--- config.mk ---
export PLATFORM = sky130hd
export DESIGN_NAME = fifo_rptr_read_port
export DESIGN_NICKNAME = d
export VERILOG_FILES = /design/src/rtl/fifo_rptr_read_port.sv
export SDC_FILE = /design/constraint.sdc
export NUM_CORES = 1
export LEC_CHECK = 0
export ABC_CLOCK_PERIOD_IN_PS = 3100
export BUFFER_PORTS_ARGS = -buffer_cell sky130_fd_sc_hd__buf_2
export CORE_ASPECT_RATIO = 1.2
export CORE_MARGIN = 2
export CORE_UTILIZATION = 49
export CTS_CLUSTER_DIAMETER = 40
export DETAILED_ROUTE_END_ITERATION = 7
export PLACE_DENSITY = 0.82
export SLEW_MARGIN = 25
export SYNTH_ARGS = -nofsm -noshare
export SYNTH_HDL_FRONTEND = slang
export SYNTH_SLANG_ARGS = --single-unit
--- constraint.sdc ---
create_clock -name rclk -period 3.1 [get_ports rclk]
set_clock_uncertainty 0.2 [all_clocks]
set_input_delay 0.155 -clock rclk [delete_from_list [all_inputs] [get_ports rclk]]
set_output_delay 0.155 -clock rclk [all_outputs]
set_load 0.005 [all_outputs]
--- src/rtl/fifo_rptr_read_port.sv ---
// Read-domain side of the asynchronous FIFO: read pointer, write-pointer synchroniser,
// empty/level status and a registered show-ahead output stage.
module fifo_rptr_read_port #(
  parameter int DATASIZE           = 8,
  parameter int ADDRSIZE           = 4,
  parameter int ALMOST_EMPTY_LEVEL = 2
) (
  input  logic                rclk,
  input  logic                rrst_n,
  input  logic [ADDRSIZE:0]   wptr_gray,
  input  logic [DATASIZE-1:0] rdata_mem,
  output logic [ADDRSIZE-1:0] raddr,
  output logic [ADDRSIZE:0]   rptr_gray,
  output logic                rempty,
  output logic                ralmost_empty,
  output logic [ADDRSIZE:0]   rcount,
  output logic [DATASIZE-1:0] rd_data,
  output logic                rd_valid,
  input  logic                rd_ready
);

  function automatic logic [ADDRSIZE:0] gray2bin(input logic [ADDRSIZE:0] g);
    logic [ADDRSIZE:0] b;
    b[ADDRSIZE] = g[ADDRSIZE];
    for (int i = ADDRSIZE - 1; i >= 0; i--) b[i] = b[i+1] ^ g[i];
    return b;
  endfunction

  logic [ADDRSIZE:0] rq1, rq2;
  logic [ADDRSIZE:0] rbin, rbinnext, rgraynext, wbin_s;
  logic              load, pop;

  // Two-flop synchroniser for the write pointer crossing into rclk
  always_ff @(posedge rclk or negedge rrst_n) begin
    if (!rrst_n) begin
      rq1 <= '0;
      rq2 <= '0;
    end else begin
      rq1 <= wptr_gray;
      rq2 <= rq1;
    end
  end

  always_comb begin
    pop       = rd_valid & rd_ready;
    load      = !rempty & (!rd_valid | rd_ready);
    rbinnext  = rbin + (ADDRSIZE + 1)'(load);
    rgraynext = (rbinnext >> 1) ^ rbinnext;
  end

  // Pointer, empty flag and show-ahead output register advance together
  always_ff @(posedge rclk or negedge rrst_n) begin
    if (!rrst_n) begin
      rbin      <= '0;
      rptr_gray <= '0;
      rempty    <= 1'b1;
      rd_valid  <= 1'b0;
      rd_data   <= '0;
    end else begin
      rbin      <= rbinnext;
      rptr_gray <= rgraynext;
      rempty    <= (rgraynext == rq2);
      if (load) begin
        rd_data  <= rdata_mem;
        rd_valid <= 1'b1;
      end else if (pop) begin
        rd_valid <= 1'b0;
      end
    end
  end

  // Level status counts only words still in memory, not the one in rd_data
  always_comb begin
    wbin_s        = gray2bin(rq2);
    rcount        = wbin_s - rbin;
    ralmost_empty = (int'(rcount) <= ALMOST_EMPTY_LEVEL);
  end

  assign raddr = rbin[ADDRSIZE-1:0];

endmodule

==> results.yml <==
sta:
  rsz0062_at_grt: "yes"
  drv_slew: 0
  max_slew_margin_pct: 59.6
  max_freq_ghz: 0.310
  setup_viol: 2
  fin_crit_ns: 3.23
  fin_ws_ns: -0.129
  period_share_pct: 104
  tns_ns: -0.175
  tightest_slew_ns: 0.606
  hold_ws_ns: 0.152
  hold_viol: 0
clock_network:
  clkSlewWorstSetupHoldPaths_ns: 0.09
  cts_sinks: 29
  clk_latency_ns: 0.32
  clk_root_buffer_cell: "clkbuf_4"
  cts_inserted_buffers: 5
  h-tree-depth: 2
  cts_buffer_depth: 2
  cts_tree: "built"
power:
  internal-power_mw: 1.04
  pwr-share-seq_pct: 34.5
  pwr-share-comb_pct: 52.9
  cellPowerDensity_mw_per_mm2: 916
  swShare_pct: 38.0
  leakagePower_nw: 0.870
  peakVddDrop_v: 0.000600
  pwr-share-clk_pct: 12.6
  p_sw_mw: 0.637
critical_path:
  cp_max_fo: 2
  critPathCaptureType: "output port"
  crit_slowest_cell: "dfrtp_1"
  critPathTopFamily: "XOR/XNOR gates"
  path_common_cell: "xor2_2"
  path_cells: "xor2_2 -> xor2_2 -> xor2_2 -> xnor2_1 -> ha_2 -> inv_2 -> fa_2 -> a21o_1 -> a21oi_2 -> xnor2_1 -> a211oi_1 -> buf_2"
  start_kind: "flop"
  max_stage_delay_ns: 0.42
  path_class: "flop to output port"
  critical_path_arrival_ns: 2.87
  path_buf_inv: 2
  required_ns: 2.74
yosys:
  synth_edf_count: 0
  avgSynthCellArea_um2: 13.6
  synthCells: 93
  synthXorXnorAreaFrac_pct: 15.2
  synth_area_mm2: 0.00126
  synth.area.top_cells: "dfrtp_1, xnor2_1, mux2_2"
  synth_most_common_cell: "dfrtp_1"
  yosys.cell_types.count: 22
  synth_top_area_share_pct: 55.5
  synth_seq_cells: 29
  synth_top_cell_by_area: "dfrtp_1"
  yosys_warnings: 0
  synth_fp_nets: 116
  synth_compound_area_share_pct: 5.45
  async_flop_share_pct: 100
  synth_adder_area_share_pct: 7.53
  synth-simple-area-share_pct: 4.76
  synth_top_family_by_area: "XOR/XNOR gates"
  synthFlopType: "dfrtp_1"
  ys_seq_area_share_pct: 57.6
  synthTopCellsByCount: "dfrtp_1, xnor2_1, xor2_1, inv_1, mux2_2"
  synthMuxAreaShare_pct: 7.14
run:
  cap_violations: 0
floorplanning:
  die_area_mm2: 0.00300
  start_util_pct: 50.5
  num_io_pins: 41
  core_region_area_mm2: 0.00250
  die_h_um: 59.6
  rows: 20
  dieWidth_um: 50.3
outcome:
  outcome: "finished, violations left"
  violations: "negative setup slack"
final_layout:
  instances_no_fill: 198
  area_growth_pct: 44.9
  num-fill-cells: 160
  nNetsFinal: 187
  drive_gt1_share_pct: 47.9
  diodes: 0
global_routing:
  grt_antenna_before_repair: 0
  grt_max_degree: 30
  grt_pass1_vias: 987
  grt_pass1_wl_mm: 4.24
  overflow: 0
  grt_use_total_pct: 20.1
drt:
  drt_iter0_markers: 16
  drtPass1Iterations: 4
  post_drt_via_cell_ratio: 4.77
  wl_per_cell_um: 13.2
  wirelength_mm: 2.62
  postRouteAntennaNets: 0
  vias: 944
  drc_errors: 0
placed_design:
  port_buffers: 40
  gp_congestion: 0.864
  dp_hpwl_mm: 1.71
  place_ws_ns: 0.0368
  dp_cells: 168
hold_path:
  hold_class: "flop to flop"
==> logic make-up after synthesis <==
family	count (synthesis)
DFF	29
xor gates and xnor gates	21
and+or+nand+nor	11
AOI/OAI and AO/OA	9
buffers and inverters	8
muxes	8
adders and majority gates	7
==> cell type report <==
type	count	area, µm²	area share, %
flip-flops and latches	29	727	39.7
multi-input cells	56	554	30.3
repair buffers	64	422	23.1
well taps	33	41.3	2.26
clock buffers	5	37.5	2.05
inverters	8	30.0	1.64
clock inverters	3	17.5	0.958
==> worst reg2reg max path: cells and delay by family (launching register included) <==
| kind | cells | cell delay, ns |
|---|---|---|
| and+or+nand+nor | 2 | 0.62 |
| adders and majority gates | 2 | 0.48 |
| AOI/OAI and AO/OA | 2 | 0.42 |
| DFF | 1 | 0.41 |
| xor gates and xnor gates | 1 | 0.21 |
==> registers in the layout, indices dropped and copies added (netlist names) <==
| signal | count |
|---|---|
| rd_valid | 1 |
| rq2 | 5 |
| rq1 | 5 |
| rd_data | 8 |
| rptr_gray | 4 |
| rempty | 1 |
| rbin | 5 |
==> layer usage <==
layer,routed length (µm),GRT usage (%)
met1,1000,19.9
met2,1400,35.5
met3,149,6.82
met4,72,13.1
met5,0,0
==> worst paths after layout <==
path | startpoint | endpoint | slack (ns) | depth (start not counted)
max in group asynchronous | rrst_n | rd_data[5] | 2.13 | 2
hold reg to reg | rq1[1] | rq2[1] | 0.15 | 0
setup / recovery | rq2[4] | ralmost_empty | -0.13 | 12
hold / removal | rq1[1] | rq2[1] | 0.15 | 0
min in group asynchronous | rrst_n | rq2[3] | 0.17 | 2
setup reg to reg | rd_valid | rempty | 0.69 | 7
==> power groups by stage <==
| stage | clock network (mW) | logic [mW] | registers [mW] |
|---|---|---|---|
| after floorplan | 0 | 0.514 | 0.583 |
| after global placement | 0 | 0.772 | 0.577 |
| after detailed placement | 0 | 0.813 | 0.582 |
| after CTS | 0.223 | 0.860 | 0.576 |
| after global routing | 0.237 | 0.978 | 0.593 |
| final | 0.212 | 0.886 | 0.578 |
==> what timing repair did <==
action | 4_1_cts | 5_1_grt
buffers inserted | 5 | 3
hold buffers | 15 | 0
endpoints found under the setup margin | 3 | 3
resized for setup | 6 | 4
hold endpoints to repair | 42 | 0
pin swaps | 12 | 6
==> cell usage in the layout, fill, tap and decap left out, types with 4 or more instances in the layout <==
| cell | instances |
|---|---|
| xnor2_1 | 11 |
| buf_4 | 8 |
| clkbuf_4 | 5 |
| nand3_1 | 4 |
| dfrtp_1 | 28 |
| buf_2 | 40 |
| dlygate4sd3_1 | 15 |
| xor2_2 | 4 |
| ha_1 | 4 |
| xor2_1 | 6 |
| inv_1 | 7 |
| mux2_2 | 8 |
==> per-stage QoR <==
step | instance area, µm² | total power, mW | util (%)
final | 1830 | 1.68 | 73.1
after global routing | 1830 | 1.81 | 73.1
after CTS | 1780 | 1.66 | 71.3
after detailed placement | 1520 | 1.39 | 60.7
after global placement | 1520 | 1.35 | 60.7
after floorplan | 1260 | 1.10 | -
Note: power is estimated with default switching activity, not from simulation.
